**config.mk**
```make
export PLATFORM = sky130hd
export DESIGN_NAME = inst_fetch
export DESIGN_NICKNAME = d
export VERILOG_FILES = /design/src/rtl/inst_fetch_pkg.sv /design/src/rtl/inst_fetch_if_id_reg.sv /design/src/rtl/inst_fetch.sv
export SDC_FILE = /design/constraint.sdc
export NUM_CORES = 1
export LEC_CHECK = 0
export BUFFER_PORTS_ARGS = -buffer_cell sky130_fd_sc_hd__buf_2
export CELL_PAD_IN_SITES_DETAIL_PLACEMENT = 1
export CELL_PAD_IN_SITES_GLOBAL_PLACEMENT = 1
export CORE_ASPECT_RATIO = 1.4
export CORE_UTILIZATION = 40
export DETAILED_ROUTE_END_ITERATION = 6
export PLACE_DENSITY = 0.89
export SYNTH_ARGS = -nofsm -noshare
export SYNTH_HDL_FRONTEND = slang
export SYNTH_SLANG_ARGS = --single-unit
```
**constraint.sdc**
```tcl
create_clock -name clk -period 3.6 [get_ports clk]
set_input_delay 0.36 -clock clk [delete_from_list [all_inputs] [get_ports clk]]
set_output_delay 0.36 -clock clk [all_outputs]
set_load 0.01 [all_outputs]
```
**src/rtl/inst_fetch_pkg.sv**
```systemverilog
// Shared constants and FSM encoding for the instruction-fetch stage.
// Holds chip-enable levels, the sequential PC step and the fetch FSM state type.
package inst_fetch_pkg;

  localparam logic        CHIP_ENABLE  = 1'b1;
  localparam logic        CHIP_DISABLE = 1'b0;
  localparam int unsigned PC_STEP      = 4;

  typedef enum logic [1:0] {
    IF_S_OFF  = 2'd0,
    IF_S_RUN  = 2'd1,
    IF_S_HOLD = 2'd2
  } if_state_e;

endpackage

```
**src/rtl/inst_fetch_if_id_reg.sv**
```systemverilog
// IF/ID pipeline register: captures a fetched instruction with its PC.
// Clear wins over capture; with neither asserted the contents hold.
module if_id_reg
  import inst_fetch_pkg::*;
#(
  parameter int unsigned ADDR_W = 32,
  parameter int unsigned DATA_W = 32
) (
  input  logic              clk,
  input  logic              rst_n,
  input  logic              capture_i,
  input  logic              clear_i,
  input  logic [ADDR_W-1:0] pc_i,
  input  logic [DATA_W-1:0] inst_i,
  output logic [ADDR_W-1:0] id_pc_o,
  output logic [DATA_W-1:0] id_inst_o,
  output logic              id_valid_o
);

  always_ff @(posedge clk or negedge rst_n) begin
    if (!rst_n) begin
      id_pc_o    <= '0;
      id_inst_o  <= '0;
      id_valid_o <= 1'b0;
    end else if (clear_i) begin
      id_pc_o    <= '0;
      id_inst_o  <= '0;
      id_valid_o <= 1'b0;
    end else if (capture_i) begin
      id_pc_o    <= pc_i;
      id_inst_o  <= inst_i;
      id_valid_o <= 1'b1;
    end
  end

endmodule

```
**src/rtl/inst_fetch.sv**
```systemverilog
// Instruction-fetch initiator: owns the PC, drives the ROM and fills IF/ID.
// Handles stall, ID-stage branch redirect (delay slot kept) and exception flush.
module inst_fetch
  import inst_fetch_pkg::*;
#(
  parameter int unsigned       ADDR_W   = 32,
  parameter int unsigned       DATA_W   = 32,
  parameter logic [ADDR_W-1:0] RESET_PC = '0
) (
  input  logic              clk,
  input  logic              rst_n,
  input  logic              stall_i,
  input  logic              branch_flag_i,
  input  logic [ADDR_W-1:0] branch_target_i,
  input  logic              flush_i,
  input  logic [ADDR_W-1:0] new_pc_i,
  output logic              rom_ce_o,
  output logic [ADDR_W-1:0] rom_addr_o,
  input  logic [DATA_W-1:0] rom_inst_i,
  output logic [ADDR_W-1:0] id_pc_o,
  output logic [DATA_W-1:0] id_inst_o,
  output logic              id_valid_o,
  output logic [1:0]        dbg_state_o
);

  localparam logic [ADDR_W-1:0] ALIGN_MASK = ~ADDR_W'(3);

  if_state_e         state_q, state_d;
  logic [ADDR_W-1:0] pc_q, pc_d;
  logic [ADDR_W-1:0] pend_pc_q, pend_pc_d;
  logic              pend_valid_q, pend_valid_d;
  logic              capture, clear;

  always_ff @(posedge clk or negedge rst_n) begin
    if (!rst_n) begin
      state_q      <= IF_S_OFF;
      pc_q         <= RESET_PC;
      pend_pc_q    <= '0;
      pend_valid_q <= 1'b0;
    end else begin
      state_q      <= state_d;
      pc_q         <= pc_d;
      pend_pc_q    <= pend_pc_d;
      pend_valid_q <= pend_valid_d;
    end
  end

  // Priority per edge while active: flush > stall > branch > pending > sequential.
  always_comb begin
    state_d      = state_q;
    pc_d         = pc_q;
    pend_pc_d    = pend_pc_q;
    pend_valid_d = pend_valid_q;
    capture      = 1'b0;
    clear        = 1'b0;
    unique case (state_q)
      IF_S_OFF: state_d = IF_S_RUN;
      IF_S_RUN, IF_S_HOLD: begin
        if (flush_i) begin
          state_d      = IF_S_RUN;
          pc_d         = new_pc_i & ALIGN_MASK;
          pend_pc_d    = '0;
          pend_valid_d = 1'b0;
          clear        = 1'b1;
        end else if (stall_i) begin
          state_d = IF_S_HOLD;
          if (branch_flag_i) begin
            pend_pc_d    = branch_target_i & ALIGN_MASK;
            pend_valid_d = 1'b1;
          end
        end else begin
          state_d = IF_S_RUN;
          capture = 1'b1;
          if (branch_flag_i) begin
            // A fresh branch supersedes any redirect remembered during a stall.
            pc_d         = branch_target_i & ALIGN_MASK;
            pend_valid_d = 1'b0;
          end else if (pend_valid_q) begin
            pc_d         = pend_pc_q;
            pend_valid_d = 1'b0;
          end else begin
            pc_d = pc_q + ADDR_W'(PC_STEP);
          end
        end
      end
      default: state_d = IF_S_OFF;
    endcase
  end

  assign rom_ce_o    = (state_q == IF_S_OFF) ? CHIP_DISABLE : CHIP_ENABLE;
  assign rom_addr_o  = pc_q;
  assign dbg_state_o = state_q;

  // id_valid_o qualifies id_pc_o/id_inst_o: when low the IF/ID slot is a bubble.
  if_id_reg #(
    .ADDR_W(ADDR_W),
    .DATA_W(DATA_W)
  ) u_if_id_reg (
    .clk       (clk),
    .rst_n     (rst_n),
    .capture_i (capture),
    .clear_i   (clear),
    .pc_i      (pc_q),
    .inst_i    (rom_inst_i),
    .id_pc_o   (id_pc_o),
    .id_inst_o (id_inst_o),
    .id_valid_o(id_valid_o)
  );

endmodule

```
==> flow_summary.ini, run 1 <==
[status]
run_status = finished clean

[routing]
wire_per_inst_um = 23.1
num_vias = 5970
drt_pass1_iterations = 5
wl_met3_um = 1330
wl_met1_um = 8660
route.met2.wl_um = 11200
dr.max_layer_used = met4
route.antenna.remaining_nets = 0
wl_um = 22300
drc_errors = 0
routed_via_density = 6.19
drt_iter0_markers = 416

[clocking]
htree_levels = 4
clkTransAtPathRegs_ns = 0.06
post_cts_resized = 0
clkSinkCount = 127
cts_tree = yes
clk_root_buffer_cell = clkbuf_16
cts_buffers = 17
ctsHoldBuffers = 1
clk_path_buf_depth = 2
post_cts_buffers = 0
clkLatencyLatePin_ns = 0.42

[timing]
slew_viol_final = 0
final-hold-violation-count = 0
min_period_ns = 2.67
post-route-period-util = 0.743
skew_ns = 0.0126
max_freq_ghz = 0.374
slew_headroom = 0.387
finalSetupTns_ns = 0
rsz0062_at_grt = false
setup_viol = 0
worst_slew_pin_slew_ns = 0.919
timing.final.ws_setup_ns = 0.926

[placement]
place_ws_ns = 0.951
dp.cells = 931
gp_congestion = 0.878
portBuffers = 194
post-dp-hpwl_um = 15200

[layout]
nFillCells = 1690
area_growth_pct = 28.8
diodes = 0
fin_cells = 964
fin_util = 0.534
final_common_cell = buf_2
drive_gt1_frac = 0.321
layout_common_cells = buf_2 (193), dfrtp_1 (127), a22o_1 (86), nand2_1 (54), a21oi_1 (30)
fin_nets = 866

[critical_path]
path_buf_inv = 2
path_class = register to register
cp_top_family = simple AND/OR/NAND/NOR gates
crit_path_end_kind = register
crit_path_max_fanout = 17
startpoint_type = register
crit_required_ns = 3.91
arrival_ns = 2.99
crit_slowest_cell = and2_0
crit_chain = inv_1, ha_1, buf_4, and2_0, nand2_1, and3_1, a311oi_1
critPathMaxStageDelay_ns = 0.76

[run]
cap_violations = 0

[logic_synthesis]
yosysUniqueCellTypes = 53
yosys.area_share.simple = 0.127
synth_top_family_by_area = compound AO/OA/AOI/OAI gates
synth_area_per_cell_sq_um = 10.4
yosys_most_used_dff = dfrtp_1
synth_compound_area_frac = 0.266
synth_seq_cells = 127
synth-edff-count = 0
yosys.area.top_type = dfrtp_1
synthCells = 583
synthMuxAreaShare = 0.00680
synth_fa_ha_area_frac = 0.00618
seq_area_frac_synth = 0.524
synth_xor_area_frac = 0.0260
ys_warn_count = 0
synth_top_area_frac = 0.524
ys_top_cells_by_area = dfrtp_1 (52%), a22o_1 (12%), nand2_1 (3.4%)
synth_area_sq_um = 6070
async_flop_share = 1.00

[die]
rows = 52
fp.coreArea_sq_um = 14600
io_pins = 201
dieArea_sq_um = 15700
fp.dieH_um = 148
die_x_um = 106
initial_core_util = 0.415

[power]
leakagePower_nw = 3.81
p_switching_mw = 2.82
power.share.clock = 0.253
vdd.ir_drop.worst_mv = 0.336
power_frac_comb = 0.384
seq_power_share = 0.363
p_sw_frac = 0.403
p_per_area_nw_per_um2 = 894
internal_power_mw = 4.17

[min_path]
hp-class = input pin to register

[global_route]
grt_pass1_wl_um = 35500
grt_pass1_vias = 6328
overflow = 0
grt_max_degree = 78
grt_usage = 0.296
antenna_found_initial = 0
## kinds of logic (layout without fill, tap and decap cells)
| logic type | after synthesis | after routing |
|---|---|---|
| other cells | 1 | 2 |
| mux | 4 | 4 |
| flops | 127 | 127 |
| compound gates | 212 | 212 |
| simple gates | 154 | 154 |
| xor+xnor | 18 | 18 |
| buf+inv | 64 | 255 |
| fa+ha+maj | 3 | 3 |
## power by group through the flow
stage	registers [mW]	clock network [mW]	logic, mW
after floorplan	2.59	0	1.40
after global placement	2.49	0	2.50
after detailed placement	2.54	0	2.63
after CTS	2.53	1.78	2.68
after global routing	2.61	1.86	2.90
final	2.54	1.77	2.68
## per-stage QoR
| stage | power, mW | hold slack, ns | cell area [sq um] |
|---|---|---|---|
| detailed placement | 5.17 | 0.440 | 7200 |
| floorplan | 3.99 | 0.0644 | 6070 |
| global route | 7.37 | 0.158 | 7820 |
| global placement | 5.00 | 0.422 | 7200 |
| finish | 6.99 | 0.166 | 7820 |
| CTS | 6.99 | 0.158 | 7820 |
## sequential cells by signal, summed over array words and instances (netlist names)
| register | cells |
|---|---|
| rom_addr_o | 30 |
| u_if_id_reg.id_inst_o | 32 |
| u_if_id_reg.id_valid_o | 1 |
| u_if_id_reg.id_pc_o | 31 |
| pend_valid_q | 1 |
| pend_pc_q | 30 |
| dbg_state_o | 2 |
## path summary, 6_finish.rpt
kind	start	to	slack, ns	cells after the start
setup / recovery	dbg_state_o[0]	rom_addr_o[26]	0.93	7
hold / removal	rom_inst_i[30]	u_if_id_reg.id_inst_o[30]	0.17	2
setup reg to reg	dbg_state_o[0]	rom_addr_o[26]	0.93	7
hold reg to reg	u_if_id_reg.id_pc_o[18]	u_if_id_reg.id_pc_o[18]	0.47	2
max in group asynchronous	rst_n	pend_pc_q[7]	2.17	3
min in group asynchronous	rst_n	u_if_id_reg.id_pc_o[25]	0.55	2
## metal layers
metal / global-route usage / vias to the layer above
li1: - / 2555
met1: 0.357 / 3012
met2: 0.495 / 311
met3: 0.0529 / 92
met4: 0.168 / 0
met5: 0 / -
## synthesized netlist by cell type, types with 4 or more instances
master     instances
xnor2_1           16
nor3_1             8
o2111ai_1          6
and3_1            11
a221oi_1          15
inv_1             12
nand4_1            5
o21ai_0           27
a21oi_1           30
dfrtp_1          127
clkbuf_1          35
nand2_1           55
a22o_1            86
nor2b_1            5
o221ai_1           7
a22oi_1            9
buf_4              4
a222oi_1           4
nand3_1            9
a221o_1            4
buf_2             11
a311oi_1           4
nor4_1             8
nand2b_1          12
o22ai_1            6
nor2_1            24
## area by class of cell
cell class                      count  area, sq um  area share
Tap cell                          189          236      0.0302
Clock inverter                     13          165      0.0211
Timing Repair Buffer              210         1110       0.142
Sequential cell                   127         3180       0.406
Multi-Input combinational cell    393         2640       0.337
Clock buffer                       19          443      0.0566
Inverter                           13         48.8     0.00624
(Power assumes the default switching activity.)
==> run 2, diff against run 1 <==
--- a/config.mk
+++ b/config.mk
@@ -5,13 +5,14 @@
 export SDC_FILE = /design/constraint.sdc
 export NUM_CORES = 1
 export LEC_CHECK = 0
+export ABC_AREA = 1
 export BUFFER_PORTS_ARGS = -buffer_cell sky130_fd_sc_hd__buf_2
 export CELL_PAD_IN_SITES_DETAIL_PLACEMENT = 1
 export CELL_PAD_IN_SITES_GLOBAL_PLACEMENT = 1
 export CORE_ASPECT_RATIO = 1.4
-export CORE_UTILIZATION = 40
+export CORE_UTILIZATION = 34
 export DETAILED_ROUTE_END_ITERATION = 6
-export PLACE_DENSITY = 0.89
+export PLACE_DENSITY = 0.83
 export SYNTH_ARGS = -nofsm -noshare
 export SYNTH_HDL_FRONTEND = slang
 export SYNTH_SLANG_ARGS = --single-unit
==> constraint.sdc (replaced) <==
create_clock -name clk -period 2.1 [get_ports clk]
set_input_delay 0.21 -clock clk [delete_from_list [all_inputs] [get_ports clk]]
set_output_delay 0.21 -clock clk [all_outputs]
set_load 0.01 [all_outputs]
==> run 2 against run 1 <==
Cell area rose by 5.1%. Count of clock-buffer cells in the layout fell by 1. Sequential power rose by 75%. Clock power rose by 62%. Critical path depth did not move. Wire length rose by 0.98%. Synthesized area rose by 5.1%. Core utilization fell by 8.1 points. Sequential cell count did not move. Synthesized cell count rose by 32%. Die area rose by 23%. Critical endpoint is now pend_pc_q[9]. Largest cell class unchanged.
==> flow_summary.ini, run 2 <==
[status]
run_status = finished clean

[placement]
portBuffers = 194
gp_congestion = 0.913
post-dp-hpwl_um = 16100
place_ws_ns = 0.283

[global_route]
grt_max_degree = 59
grt_usage = 0.242
overflow = 0
antenna_found_initial = 1
grt_pass1_wl_um = 35800
grt_pass1_vias = 6683

[critical_path]
critPathLaunch = dbg_state_o[0]
crit_path_frequent_cell = nand2_1
crit_slowest_cell = dfrtp_1
critPathMaxStageDelay_ns = 0.38
arrival_ns = 2.22
crit_path_end_kind = register
crit_required_ns = 2.39
cp_top_family = simple AND/OR/NAND/NOR gates
crit_path_max_fanout = 16
path_class = register to register
startpoint_type = register
reg2reg_from = dbg_state_o[0]
path_buf_inv = 2
crit_chain = inv_1, ha_1, nand2_1, buf_4, nand2_1, nand3_1, o21ai_0

[layout]
fin_nets = 1068
nFillCells = 2263
largest-register = u_if_id_reg.id_inst_o
largest_reg_flops = 32
reg_top3 = u_if_id_reg.id_inst_o: 32 flops, u_if_id_reg.id_pc_o: 31 flops
seq_area_sq_um = 3180
multi_input_area_sq_um = 2650
final_common_cell = nand2_1
layout_common_cells = nand2_1 (197), buf_2 (193), dfrtp_1 (127), inv_1 (75), o21ai_0 (75)
drive_gt1_frac = 0.272
area_growth_pct = 28.9

[logic_synthesis]
yosysUniqueCellTypes = 36
synth_area_sq_um = 6380
synth_seq_cells = 127
ys_warn_count = 0
synthCells = 767
synth_top_area_frac = 0.498
yosys_most_used_dff = dfrtp_1
synth_area_per_cell_sq_um = 8.31
seq_area_frac_synth = 0.498
synth_common_cells = nand2_1 (197), dfrtp_1 (127), inv_1 (75), o21ai_0 (75), nand3_1 (62)
yosys.area.top_type = dfrtp_1
async_flop_share = 1.00
yosysMostFrequentCell = nand2_1
ys_top_cells_by_area = dfrtp_1 (50%), nand2_1 (12%), o21ai_0 (5.9%)
synth-edff-count = 0

[die]
dieArea_sq_um = 19300
die_x_um = 118
fp.dieH_um = 164
initial_core_util = 0.352
fp.coreArea_sq_um = 18100
io_pins = 201
rows = 58

[timing]
worst_slew_pin_slew_ns = 0.510
post-route-period-util = 0.922
min_period_ns = 1.94
skew_ns = 0.00635
setup_viol = 0
rsz0062_at_grt = false
slew_headroom = 0.659
final-hold-violation-count = 0
finalSetupTns_ns = 0
max_freq_ghz = 0.516
timing.final.ws_setup_ns = 0.163
slew_viol_final = 0

[power]
leakagePower_nw = 4.27
p_per_area_nw_per_um2 = 1530
vdd.ir_drop.worst_mv = 0.624

[routing]
route.antenna.remaining_nets = 0
drc_errors = 0
num_vias = 6274
wl_um = 22500
drt_pass1_iterations = 4
drt_iter0_markers = 266
wire_per_inst_um = 18.5
routed_via_density = 5.15

[clocking]
clk_root_buffer_cell = clkbuf_16
htree_levels = 4
cts_buffers = 17
cts_tree = yes
clkSinkCount = 127
clk_path_buf_depth = 2
clkLatencyLatePin_ns = 0.43
post_cts_resized = 0
clkTransAtPathRegs_ns = 0.06

[min_path]
hp-start = rom_inst_i[17]
hp-class = input pin to register

[run]
cap_violations = 0
-- run 2: metrics by stage --
stage | utilization | area (sq um) | total power, mW | hold WS, ns | std cells
4_1_cts | 0.453 | 8220 | 12.7 | 0.000832 | 1217
3_5_place_dp | 0.418 | 7590 | 9.74 | 0.0210 | 1179
2_1_floorplan | - | 6380 | 7.43 | -0.0856 | 768
6_report | 0.453 | 8220 | 12.6 | 0.0109 | 1218
3_3_place_gp | 0.418 | 7590 | 9.55 | 0.0230 | 1179
5_1_grt | 0.453 | 8220 | 13.4 | 0.00419 | 1218
-- run 2: where the power goes --
group / internal [mW] / total (mW) / switching [mW] / leakage (nW)
Combinational: 1.98 / 5.26 / 3.28 / 2.36
Clock: 1.67 / 2.86 / 1.19 / 0.274
Sequential: 3.52 / 4.45 / 0.935 / 1.64
-- run 2: per-layer routing --
layer  part of all wire  vias to the layer above  wire length [um]  global-route usage
met5                  0                        -                 0                   0
li1                   -                     2950                 -                   -
met2               0.54                      185             12100               0.442
met3              0.046                       41              1030              0.0462
met4              0.030                        0               667               0.114
met1               0.39                     3098              8720               0.270
-- run 2: final timing paths --
path / cells past startpoint / endpoint / slack, ns
hold reg to reg: 2 / u_if_id_reg.id_pc_o[22] / 0.48
max in group asynchronous: 3 / u_if_id_reg.id_pc_o[26] / 1.33
min in group asynchronous: 2 / u_if_id_reg.id_pc_o[13] / 0.13
setup reg to reg: 7 / pend_pc_q[9] / 0.16
setup / recovery: 7 / pend_pc_q[9] / 0.16
hold / removal: 2 / u_if_id_reg.id_inst_o[17] / 0.01
-- run 2: layout make-up --
cell class	count	share of cell area
Multi-Input combinational cell	519	0.322
Antenna cell	1	0.000304
Sequential cell	127	0.387
Clock buffer	18	0.0534
Tap cell	240	0.0365
Timing Repair Buffer	220	0.149
Inverter	79	0.0364
Clock inverter	14	0.0161
-- run 2: logic make-up after synthesis --
kind of cell,Yosys count,share of synthesized area
simple gates,314,0.212
compound gates,196,0.191
flops,127,0.498
buf+inv,122,0.0871
xor+xnor,4,0.00549
fa+ha+maj,3,0.00589
other cells,1,0.000588
-- run 2: timing repair --
item                      4_1_cts  5_1_grt
hold endpoints to repair      132        0
hold buffers                    6        0
setup buffers                   0        0
